[src/rtl/encoder_pwm_array_pkg.sv]
`default_nettype none
// +--------------------------------------------------------------------------+
// | rgb_mixer_pkg : shared constants and level arithmetic for the encoder    |
// | PWM array.                                            Revision: 1.0      |
// +--------------------------------------------------------------------------+
package rgb_mixer_pkg;

  localparam logic MODE_WRAP = 1'b0;
  localparam logic MODE_SAT  = 1'b1;

  // Widest supported level; sat_add works at this width and masks to the
  // channel width passed in.
  localparam int MAX_W = 12;
  localparam int SUM_W = MAX_W + 1;

  function automatic int cnt_width(input int debounce);
    return $clog2(debounce + 1);
  endfunction

  function automatic logic [MAX_W-1:0] sat_add(
    input logic [MAX_W-1:0] level,
    input logic [MAX_W-1:0] step,
    input logic             up,
    input logic             sat,
    input int               width
  );
    logic [SUM_W-1:0] max_v;
    logic [SUM_W-1:0] sum;
    max_v = (SUM_W'(1) << width) - SUM_W'(1);
    if (up) begin
      sum = {1'b0, level} + {1'b0, step};
      if (sum > max_v) sum = (sat == MODE_SAT) ? max_v : (sum & max_v);
    end else begin
      sum = {1'b0, level} - {1'b0, step};
      if (sum[MAX_W]) sum = (sat == MODE_SAT) ? '0 : (sum & max_v);
    end
    return sum[MAX_W-1:0];
  endfunction

endpackage
`default_nettype wire

[src/rtl/encoder_pwm_array_channel.sv]
`default_nettype none
// +--------------------------------------------------------------------------+
// | encoder_channel : sync + debounce of one quadrature encoder, decode and  |
// | level register with preset load.                      Revision: 1.0      |
// +--------------------------------------------------------------------------+
module encoder_channel
  import rgb_mixer_pkg::*;
#(
  parameter int WIDTH    = 8,
  parameter int DEBOUNCE = 4,
  parameter int STEP_W   = 4
) (
  input  logic              clk_i,
  input  logic              reset_i,
  input  logic              enc_a_i,
  input  logic              enc_b_i,
  input  logic              sat_mode_i,
  input  logic [STEP_W-1:0] step_i,
  input  logic              load_i,
  input  logic [WIDTH-1:0]  load_val_i,
  output logic [WIDTH-1:0]  level_o
);

  localparam int              CNT_W    = cnt_width(DEBOUNCE);
  localparam logic [CNT_W-1:0] CNT_LAST = CNT_W'(DEBOUNCE - 1);

  logic [1:0]       raw_w, meta_q, sync_q, filt_w;
  logic             filt_a_q;
  logic             event_w, up_w;
  logic [WIDTH-1:0] level_q, level_d;

  assign raw_w = {enc_b_i, enc_a_i};

  always_ff @(posedge clk_i) begin
    if (reset_i) begin
      meta_q <= '0;
      sync_q <= '0;
    end else begin
      meta_q <= raw_w;
      sync_q <= meta_q;
    end
  end

  // Index 0 filters phase A, index 1 filters phase B.
  for (genvar i = 0; i < 2; i++) begin : g_deb
    logic [CNT_W-1:0] cnt_q;
    logic             filt_q;
    always_ff @(posedge clk_i) begin
      if (reset_i) begin
        cnt_q  <= '0;
        filt_q <= 1'b0;
      end else if (sync_q[i] == filt_q) begin
        cnt_q <= '0;
      end else if (cnt_q == CNT_LAST) begin
        filt_q <= sync_q[i];
        cnt_q  <= '0;
      end else begin
        cnt_q <= cnt_q + 1'b1;
      end
    end
    assign filt_w[i] = filt_q;
  end

  assign event_w = filt_w[0] != filt_a_q;
  assign up_w    = filt_w[0] != filt_w[1];

  always_comb begin
    level_d = level_q;
    if (load_i) begin
      level_d = load_val_i;
    end else if (event_w) begin
      level_d = WIDTH'(sat_add(MAX_W'(level_q), MAX_W'(WIDTH'(step_i)),
                               up_w, sat_mode_i, WIDTH));
    end
  end

  always_ff @(posedge clk_i) begin
    if (reset_i) begin
      filt_a_q <= 1'b0;
      level_q  <= '0;
    end else begin
      filt_a_q <= filt_w[0];
      level_q  <= level_d;
    end
  end

  assign level_o = level_q;

endmodule
`default_nettype wire

[src/rtl/encoder_pwm_array.sv]
`default_nettype none
// +--------------------------------------------------------------------------+
// | encoder_pwm_array : NUM_CH encoder-driven level registers, each feeding  |
// | a glitch-free PWM output.                             Revision: 1.0      |
// +--------------------------------------------------------------------------+
module encoder_pwm_array
  import rgb_mixer_pkg::*;
#(
  parameter int NUM_CH   = 3,
  parameter int WIDTH    = 8,
  parameter int DEBOUNCE = 4,
  parameter int STEP_W   = 4
) (
  input  logic                    clk,
  input  logic                    reset,
  input  logic [NUM_CH-1:0]       enc_a,
  input  logic [NUM_CH-1:0]       enc_b,
  input  logic                    en,
  input  logic                    sat_mode,
  input  logic [STEP_W-1:0]       step,
  input  logic [NUM_CH-1:0]       load,
  input  logic [WIDTH-1:0]        load_val,
  output logic [NUM_CH*WIDTH-1:0] level,
  output logic [NUM_CH-1:0]       pwm_out
);

  // Period is 2^WIDTH-1 so that a full-scale duty stays high continuously.
  localparam logic [WIDTH-1:0] CNT_WRAP = WIDTH'((1 << WIDTH) - 2);

  logic [WIDTH-1:0]  pwm_cnt_q, pwm_cnt_d;
  logic [NUM_CH-1:0] pwm_d, pwm_q;

  assign pwm_cnt_d = (pwm_cnt_q == CNT_WRAP) ? '0 : pwm_cnt_q + 1'b1;

  for (genvar i = 0; i < NUM_CH; i++) begin : g_ch
    logic [WIDTH-1:0] duty_q;

    encoder_channel #(
      .WIDTH    (WIDTH),
      .DEBOUNCE (DEBOUNCE),
      .STEP_W   (STEP_W)
    ) u_chan (
      .clk_i      (clk),
      .reset_i    (reset),
      .enc_a_i    (enc_a[i]),
      .enc_b_i    (enc_b[i]),
      .sat_mode_i (sat_mode),
      .step_i     (step),
      .load_i     (load[i]),
      .load_val_i (load_val),
      .level_o    (level[i*WIDTH +: WIDTH])
    );

    // Duty only moves at the period boundary, so no period is cut short.
    always_ff @(posedge clk) begin
      if (reset) begin
        duty_q <= '0;
      end else if (pwm_cnt_q == CNT_WRAP) begin
        duty_q <= level[i*WIDTH +: WIDTH];
      end
    end

    assign pwm_d[i] = (pwm_cnt_q < duty_q) & en;
  end

  always_ff @(posedge clk) begin
    if (reset) begin
      pwm_cnt_q <= '0;
      pwm_q     <= '0;
    end else begin
      pwm_cnt_q <= pwm_cnt_d;
      pwm_q     <= pwm_d;
    end
  end

  assign pwm_out = pwm_q;

endmodule
`default_nettype wire

[config.mk]
export PLATFORM = sky130hd
export DESIGN_NAME = encoder_pwm_array
export DESIGN_NICKNAME = d
export VERILOG_FILES = /design/src/rtl/encoder_pwm_array_pkg.sv /design/src/rtl/encoder_pwm_array_channel.sv /design/src/rtl/encoder_pwm_array.sv
export SDC_FILE = /design/constraint.sdc
export NUM_CORES = 1
export LEC_CHECK = 0
export BUFFER_PORTS_ARGS = -buffer_cell sky130_fd_sc_hd__buf_2
export CAP_MARGIN = 20
export CORE_MARGIN = 3
export CORE_UTILIZATION = 34
export DETAILED_ROUTE_END_ITERATION = 10
export HOLD_SLACK_MARGIN = 0.03
export PLACE_DENSITY = 0.53
export RECOVER_POWER = 100
export SLEW_MARGIN = 0
export SYNTH_ARGS = -nofsm -noshare
export SYNTH_HDL_FRONTEND = slang
export SYNTH_SLANG_ARGS = --single-unit
[constraint.sdc]
create_clock -name clk -period 3.92 [get_ports clk]
set_input_delay 0.98 -clock clk [delete_from_list [all_inputs] [get_ports clk]]
set_output_delay 0.98 -clock clk [all_outputs]
set_load 0.02 [all_outputs]
==> impl_metrics.tcl, run 1 <==
set metrics [dict create \
    crit_required_ns 4.15 \
    synth.avg_cell_area_sq_um 8.27 \
    yosysSeqAreaShare 0.335 \
    ctsRootBufferMaster "clkbuf_16" \
    cp_max_fo 7 \
    grt_pass1_wl_um 24600 \
    synth_top_cell_area_share 0.335 \
    drv_cap 1 \
    cts_tree "done" \
    worstReg2RegEnd "g_ch[1].u_chan.level_o[2]" \
    numCtsBuffers 9 \
    power_frac_clock 0.378 \
    tightest_slew_ns 1.73 \
    yosysMostFrequentCell "dfxtp_1" \
    hp-class "reg2reg" \
    crit_path_end_kind "flip-flop" \
    clkSlewWorstSetupHoldPaths_ns 0.06 \
    p_int_w 0.00166 \
    fin_area_sq_um 6460 \
    comb_power_share 0.153 \
    synth_top_cells_by_count "98 x dfxtp_1, 68 x nand2_1, 66 x nor2_1" \
    switchingPower_w 0.000641 \
    worstHoldStart "g_ch[0].u_chan.g_deb[1].cnt_q[0]" \
    yosysUniqueCellTypes 55 \
    crit_path_frequent_cell "inv_1" \
    slowest_delay_ns 0.51 \
    outcome "complete, but fails checks" \
    area_delta_synth_final_pct 10.5 \
    finalNetCount 821 \
    io_buffers 51 \
    die_y_um 137 \
    post_cts_resized 0 \
    synth_cells 707 \
    skew_ns 0.00535 \
    viasPerCell 5.30 \
    synth_nets 797 \
    dr.pass1.iters 5 \
    min_path_cells 1 \
    rrSetupSlack_ns 1.07 \
    crit_path_cell_trace "clkbuf_1 -> inv_1 -> ha_1 -> inv_1 -> a21oi_1 -> o41ai_1 -> nor4bb_1 -> nor3_1 -> o31a_1" \
    whs_endpoint "g_ch[0].u_chan.g_deb[1].cnt_q[0]" \
    rows 47 \
    avgRoutedWirePerCell_um 16.0 \
    finalSetupViolCount 0 \
    fill_cells 1755 \
    ff2ff_path_depth 5 \
    grt_pass1_vias 4967 \
    ir_drop_mv 0.245 \
    async_reset_ff_frac 0 \
    dp.final_hpwl_um 11300 \
    clock_path_buffers 2 \
    core_area_sq_um 16700 \
    drc 0 \
    cp-start-kind "primary input" \
    yosysWarnings 0 \
    cts_hold_buf 0 \
    die_w_um 137 \
    ys.flop_type "dfxtp_1" \
    synth.cell_area_sq_um 5850 \
    drv_slew 38 \
    yosysTopAreaCell "dfxtp_1" \
    dieArea_sq_um 18800 \
    slew-limit-headroom -0.151 \
    grt_antenna_before_repair 0 \
    p_seq_frac 0.469 \
    sw_frac_of_total 0.278 \
    dpl-instance-area_sq_um 6230 \
    cts_sinks 98 \
    min_period_over_period 0.854 \
    ys_seq_elements 98 \
    p_per_area_nw_per_um2 356 \
    initial_utilization 0.350 \
    synth_area_leaders "dfxtp_1 34%, ha_1 13%, a21oi_1 4.7%" \
    report.final.hold_viol_count 0 \
    ios 52 \
    power.leakage_nw 2.49 \
    grt_max_degree 38 \
    r2r-start "g_ch[1].u_chan.g_deb[0].filt_q" \
    slowest_stage "o41ai_1" \
    track_usage 0.166 \
    violations "capacitance limit, slew limit" \
    period_needed_ns 3.35 \
    n_antenna_cell 0 \
    synth-edff-count 0 \
    gp_congestion 0.898 \
    insertion_delay_ns 0.35 \
    num_vias 5059 \
    routed_wl_um 15300 \
    arrival_ns 3.58 \
    max_freq_mhz 299 \
    post_cts_buffers 0 \
    drive_above_1_share 0.0585 \
    final.setup.tns_ns 0 \
    drt-initial-drc-count 391 \
    rsz0062_at_grt "no" \
    overflow 0 \
    cts_htree_levels 3 \
    path_class "in2reg" \
    ant_nets 0 \
]
## sequential cells by signal, indices dropped and copies added (netlist names)
register and flops:
pwm_out 3, g_ch.u_chan.level_o 24, g_ch.u_chan.g_deb.cnt_q 18, g_ch.u_chan.filt_a_q 3, g_ch.u_chan.g_deb.filt_q 6, g_ch.duty_q 24, g_ch.u_chan.sync_q 6, g_ch.u_chan.meta_q 6
pwm_cnt_q 8
## stage by stage
step	setup WS, ns	utilization	instances	power, W	hold slack [ns]
after floorplan	1.05	-	707	0.00135	0.399
after global placement	0.647	0.373	940	0.00145	0.406
after detailed placement	0.526	0.373	940	0.00146	0.416
after CTS	0.916	0.390	955	0.00234	0.425
after global routing	0.394	0.387	955	0.00242	0.435
final	0.573	0.387	955	0.00230	0.421
## worst max-delay path, delay by kind of cell
kind                     cells  cell delay [ns]
AO/OA/AOI/OAI                3             0.88
buffers and inverters        3             0.87
AND/OR/NAND/NOR              2             0.44
adder cells (fa/ha/maj)      1             0.40
## layout by cell type, fill, tap and decap left out, drive strengths merged, types with 14 or more instances in the layout
master and count:
nand2 68, dfxtp 98, a21oi 55, nor2b 26
xor2 16, ha 59, clkbuf 42, buf 23
nor3 27, nor2 66, xnor2 19, o21ai 19
a211oi 14, inv 61
## layout make-up
class | count | area [sq um] | share of cell area
Sequential cell | 98 | 1960 | 0.304
Multi-Input combinational cell | 507 | 3470 | 0.538
Clock buffer | 11 | 233 | 0.0360
Tap cell | 220 | 275 | 0.0426
Inverter | 61 | 229 | 0.0354
Clock inverter | 4 | 53.8 | 0.00833
Timing Repair Buffer | 54 | 234 | 0.0362
## worst max path at each step
stage                       start  slack [ns]                        end
after global placement    step[1]        0.65  g_ch[2].u_chan.level_o[7]
after CTS                 step[1]        0.92  g_ch[2].u_chan.level_o[7]
final                     step[1]        0.57  g_ch[2].u_chan.level_o[7]
after global routing      step[1]        0.39  g_ch[2].u_chan.level_o[7]
after detailed placement  step[2]        0.53  g_ch[1].u_chan.level_o[2]
after floorplan           step[0]        1.05  g_ch[2].u_chan.level_o[7]
## power groups by stage
stage / logic (W) / clock network, W / registers (W)
after floorplan: 0.000257 / 0 / 0.00109
after global placement: 0.000350 / 0 / 0.00110
after global routing: 0.000392 / 0.000946 / 0.00108
after detailed placement: 0.000354 / 0 / 0.00110
after CTS: 0.000356 / 0.000908 / 0.00108
final: 0.000352 / 0.000871 / 0.00108
## cells by family (layout without fill, tap and decap cells)
kind of cell	after synthesis	count (layout)	synth area share
compound gates	159	159	0.183
xor+xnor	35	35	0.0524
fa+ha+maj	65	65	0.147
buf+inv	102	130	0.0689
flops	98	98	0.335
mux	11	11	0.0195
simple gates	237	237	0.194
## layer usage
| metal | part of all wire | global-route usage | routed length [um] | vias to the layer above |
|---|---|---|---|---|
| met1 | 0.45 | 0.206 | 6860 | 2390 |
| met5 | 0 | 0 | 0 | - |
| met3 | 0.063 | 0.0478 | 963 | 31 |
| li1 | - | - | - | 2486 |
| met4 | 0.021 | 0.0549 | 328 | 0 |
| met2 | 0.47 | 0.278 | 7120 | 152 |
Power figures use the tool's default switching activity.
==> inputs of run 2 (changes only) <==
--- a/config.mk
+++ b/config.mk
@@ -11,7 +11,7 @@
 export CORE_UTILIZATION = 34
 export DETAILED_ROUTE_END_ITERATION = 10
 export HOLD_SLACK_MARGIN = 0.03
-export PLACE_DENSITY = 0.53
+export PLACE_DENSITY = 0.58
 export RECOVER_POWER = 100
 export SLEW_MARGIN = 0
 export SYNTH_ARGS = -nofsm -noshare
==> impl_metrics.tcl, run 2 (same netlist as run 1, synthesis figures left out) <==
set metrics [dict create \
    die_w_um 137 \
    slowest_delay_ns 0.60 \
    drt-initial-drc-count 302 \
    fin_hold_ws_ns 0.420 \
    r2r-start "g_ch[1].u_chan.g_deb[0].filt_q" \
    worstHoldStart "g_ch[1].u_chan.g_deb[0].cnt_q[0]" \
    hp-class "reg2reg" \
    area_delta_synth_final_pct 10.8 \
    worstReg2RegEnd "g_ch[1].u_chan.level_o[2]" \
    viasPerCell 5.09 \
    m1WireLength_um 6700 \
    ir_drop_mv 0.216 \
    core_area_sq_um 16700 \
    seqCellArea_sq_um 1960 \
    rsz0062_at_grt "no" \
    n_antenna_cell 0 \
    finalNetCount 821 \
    overflow 0 \
    grt_antenna_before_repair 0 \
    final.setup.tns_ns 0 \
    num_vias 4868 \
    dpl-instance-area_sq_um 6240 \
    initial_utilization 0.350 \
    drive_above_1_share 0.0625 \
    period_needed_ns 3.21 \
    ctsRootBufferMaster "clkbuf_16" \
    rrSetupSlack_ns 1.18 \
    cts_sinks 98 \
    clkSlewWorstSetupHoldPaths_ns 0.07 \
    min_path_cells 1 \
    ant_nets 0 \
    slowest_stage "o31ai_1" \
    crit_path_end_kind "flip-flop" \
    layout_common_cells "98 x dfxtp_1, 68 x nand2_1, 66 x nor2_1, 61 x inv_1, 59 x ha_1" \
    dr.pass1.iters 4 \
    ff2ff_path_depth 5 \
    top_layer "met4" \
    arrival_ns 3.44 \
    crit_path_cell_trace "clkbuf_1 -> inv_1 -> ha_1 -> nand2b_1 -> a21oi_1 -> o21ai_0 -> o31ai_1 -> a221oi_1 -> a2111oi_0" \
    fill_cells 1749 \
    track_usage 0.169 \
    p_per_area_nw_per_um2 362 \
    fin_area_sq_um 6480 \
    cts_tree "done" \
    crit_path_start "step[2]" \
    avgRoutedWirePerCell_um 15.6 \
    slew-limit-headroom 0.0649 \
    postLayoutCoreUtil 0.388 \
    numCtsBuffers 9 \
    gp_congestion 0.927 \
    power.leakage_nw 2.51 \
    rows 47 \
    whs_endpoint "g_ch[1].u_chan.g_deb[0].cnt_q[0]" \
    dieArea_sq_um 18800 \
    die_y_um 137 \
    post_cts_buffers 0 \
    drc 0 \
    insertion_delay_ns 0.36 \
    io_buffers 51 \
    routed_wl_um 15000 \
    drv_cap 0 \
    finalSetupViolCount 0 \
    setup_ws_ns 0.711 \
    crit_required_ns 4.15 \
    report.final.hold_viol_count 0 \
    cts_hold_buf 0 \
    cts_htree_levels 3 \
    grt_pass1_vias 4684 \
    wl_met2_um 7050 \
    place_ws_ns 0.674 \
    min_period_over_period 0.819 \
    tightest_slew_ns 1.40 \
    ios 52 \
    dp.final_hpwl_um 11200 \
    path_class "in2reg" \
    grt_pass1_wl_um 24900 \
    cp-start-kind "primary input" \
    max_freq_mhz 312 \
    outcome "finished clean" \
    drv_slew 0 \
    clock_path_buffers 2 \
    final_common_cell "dfxtp_1" \
    wl_met3_um 711 \
    grt_max_degree 60 \
    post_cts_resized 0 \
    cp_max_fo 8 \
    multi_input_area_sq_um 3480 \
    skew_ns 0.00672 \
]
[run 2: final cells by class]
| type | instances | area share |
|---|---|---|
| Multi-Input combinational cell | 507 | 0.537 |
| Sequential cell | 98 | 0.303 |
| Timing Repair Buffer | 54 | 0.0367 |
| Inverter | 61 | 0.0353 |
| Clock buffer | 10 | 0.0353 |
| Clock inverter | 6 | 0.0108 |
| Tap cell | 220 | 0.0425 |
[run 2: metrics by stage]
step / instances / total power [W]
2_1_floorplan: 707 / 0.00135
3_3_place_gp: 940 / 0.00146
3_5_place_dp: 940 / 0.00146
4_1_cts: 956 / 0.00238
5_1_grt: 956 / 0.00246
6_report: 956 / 0.00235
[run 2: worst max path at each step]
stage                                            to  slack [ns]
after global routing      g_ch[1].u_chan.level_o[2]        0.40
after global placement    g_ch[2].u_chan.level_o[7]        0.71
after detailed placement  g_ch[1].u_chan.level_o[2]        0.67
after floorplan           g_ch[2].u_chan.level_o[7]        1.05
final                     g_ch[1].u_chan.level_o[2]        0.71
after CTS                 g_ch[1].u_chan.level_o[2]        1.04
[run 2: critical path: cells and delay by family]
kind | cells | cell delay [ns]
AO/OA/AOI/OAI | 5 | 1.51
adder cells (fa/ha/maj) | 1 | 0.43
buffers and inverters | 2 | 0.34
AND/OR/NAND/NOR | 1 | 0.18
[run 2: where the power goes]
group	internal, W	switching, W	total [W]
Clock	0.000503	0.000414	0.000917
Sequential	0.00102	0.0000573	0.00108
Combinational	0.000144	0.000204	0.000348
[run 2: routing by layer]
metal,GRT usage,vias to the layer above
met5,0,-
met4,0.0654,0
met3,0.0390,24
met2,0.273,100
met1,0.219,2259
li1,-,2485
==> inputs of run 3 (changes only) <==
==> constraint.sdc (replaced) <==
create_clock -name clk -period 3.1 [get_ports clk]
set_input_delay 0.775 -clock clk [delete_from_list [all_inputs] [get_ports clk]]
set_output_delay 0.775 -clock clk [all_outputs]
set_load 0.02 [all_outputs]
==> impl_metrics.tcl, run 3 (same netlist as run 1, synthesis figures left out) <==
set metrics [dict create \
    final.setup.tns_ns 0 \
    report.final.hold_viol_count 0 \
    grt_pass1_vias 4402 \
    clock_path_buffers 2 \
    seqCellArea_sq_um 1960 \
    fin_cells 971 \
    initial_utilization 0.350 \
    grt_max_degree 32 \
    dp_cells 955 \
    path_class "in2reg" \
    drive_above_1_share 0.0799 \
    area_delta_synth_final_pct 12.2 \
    fill_cells 1780 \
    slowest_delay_ns 0.42 \
    slew-limit-headroom 0.107 \
    multi_input_area_sq_um 3480 \
    drv_slew 0 \
    dieArea_sq_um 18800 \
    clkSlewWorstSetupHoldPaths_ns 0.07 \
    finalNetCount 836 \
    avgRoutedWirePerCell_um 15.4 \
    cts_htree_levels 3 \
    p_seq_frac 0.468 \
    period_needed_ns 2.83 \
    setup_ws_ns 0.266 \
    drc 0 \
    finalSetupViolCount 0 \
    dpl-instance-area_sq_um 6370 \
    grt_antenna_before_repair 0 \
    die_w_um 137 \
    drt-initial-drc-count 390 \
    n_antenna_cell 0 \
    ios 52 \
    crit_path_end_kind "flip-flop" \
    ctsRootBufferMaster "clkbuf_16" \
    place_ws_ns 0.133 \
    comb_power_share 0.160 \
    outcome "finished clean" \
    crit_path_frequent_cell "clkbuf_1" \
    switchingPower_w 0.000854 \
    viasPerCell 5.05 \
    numCtsBuffers 9 \
    cts_sinks 98 \
    insertion_delay_ns 0.35 \
    arrival_ns 3.00 \
    ant_nets 0 \
    layout_common_cells "98 x dfxtp_1, 68 x nand2_1, 66 x nor2_1, 61 x inv_1, 59 x ha_1" \
    rows 47 \
    grt_pass1_wl_um 23700 \
    io_buffers 51 \
    crit_required_ns 3.27 \
    routed_wl_um 14900 \
    post_cts_buffers 0 \
    cts_tree "done" \
    final_common_cell "dfxtp_1" \
    hp-class "reg2reg" \
    overflow 0 \
    cts_hold_buf 0 \
    tightest_slew_ns 1.34 \
    power_frac_clock 0.372 \
    num_vias 4900 \
    drv_cap 0 \
    slowest_stage "fa_1" \
    crit_path_cell_trace "clkbuf_1 -> clkbuf_1 -> ha_1 -> inv_1 -> fa_1 -> and2_0 -> o21ai_0 -> a21oi_1 -> a221oi_1 -> a2111oi_1" \
    power.leakage_nw 2.56 \
    min_period_over_period 0.914 \
    track_usage 0.161 \
    p_per_area_nw_per_um2 442 \
    rsz0062_at_grt "no" \
    cp_num_buf_inv 3 \
    p_int_w 0.00204 \
    cp_max_fo 5 \
    ir_drop_mv 0.294 \
    gp_congestion 0.914 \
    skew_ns 0.00336 \
    dr.pass1.iters 4 \
    fin_area_sq_um 6560 \
    die_y_um 137 \
    cp_top_family "compound AO/OA/AOI/OAI gates" \
    dp.final_hpwl_um 11100 \
    sw_frac_of_total 0.295 \
    max_freq_mhz 353 \
    post_cts_resized 0 \
    core_area_sq_um 16700 \
    cp-start-kind "primary input" \
]
run 3: power groups by stage:
stage          sequential [W]  clock (W)  combinational, W
2_1_floorplan         0.00138          0          0.000325
3_3_place_gp          0.00139          0          0.000473
3_5_place_dp          0.00139          0          0.000474
4_1_cts               0.00136    0.00111          0.000478
5_1_grt               0.00136    0.00117          0.000513
6_report              0.00136    0.00108          0.000464
run 3: worst register-to-register path, cell delays in order, from the launching register on:
cell and delay, ns:
dfxtp_1 0.47, ha_1 0.25, fa_1 0.22, nand2b_1 0.08, a21oi_1 0.25, o21ai_0 0.24
o31ai_2 0.41, a221oi_1 0.09, a2111oi_0 0.36
run 3: stage by stage:
step / power (W) / hold slack, ns / utilization
floorplan: 0.00171 / 0.399 / -
global placement: 0.00186 / 0.410 / 0.381
detailed placement: 0.00186 / 0.418 / 0.381
CTS: 0.00295 / 0.428 / 0.398
global route: 0.00304 / 0.442 / 0.393
finish: 0.00290 / 0.425 / 0.393
run 3: layer usage:
| layer | GRT usage | vias up | share of wire |
|---|---|---|---|
| met2 | 0.264 | 103 | 0.47 |
| met4 | 0.0615 | 0 | 0.028 |
| met5 | 0 | - | 0 |
| met1 | 0.211 | 2242 | 0.46 |
| met3 | 0.0294 | 25 | 0.040 |
| li1 | - | 2530 | - |
run 3: worst paths after layout:
| check | endpoint | slack [ns] | from | cells after the start |
|---|---|---|---|---|
| min reg2reg | g_ch[1].u_chan.g_deb[1].cnt_q[0] | 0.42 | g_ch[1].u_chan.g_deb[1].cnt_q[0] | 1 |
| max reg2reg | g_ch[1].u_chan.level_o[2] | 0.59 | g_ch[1].u_chan.level_o[0] | 8 |
| min | g_ch[1].u_chan.g_deb[1].cnt_q[0] | 0.42 | g_ch[1].u_chan.g_deb[1].cnt_q[0] | 1 |
| max | g_ch[0].u_chan.level_o[3] | 0.27 | step[0] | 10 |
run 3: layout make-up:
| type | instances | share of cell area |
|---|---|---|
| clock buffer | 9 | 0.0343 |
| sequential | 98 | 0.299 |
| inverter | 61 | 0.0349 |
| clock inverter | 7 | 0.00896 |
| tap | 220 | 0.0419 |
| multi-input combinational | 507 | 0.530 |
| timing repair buffer | 69 | 0.0513 |
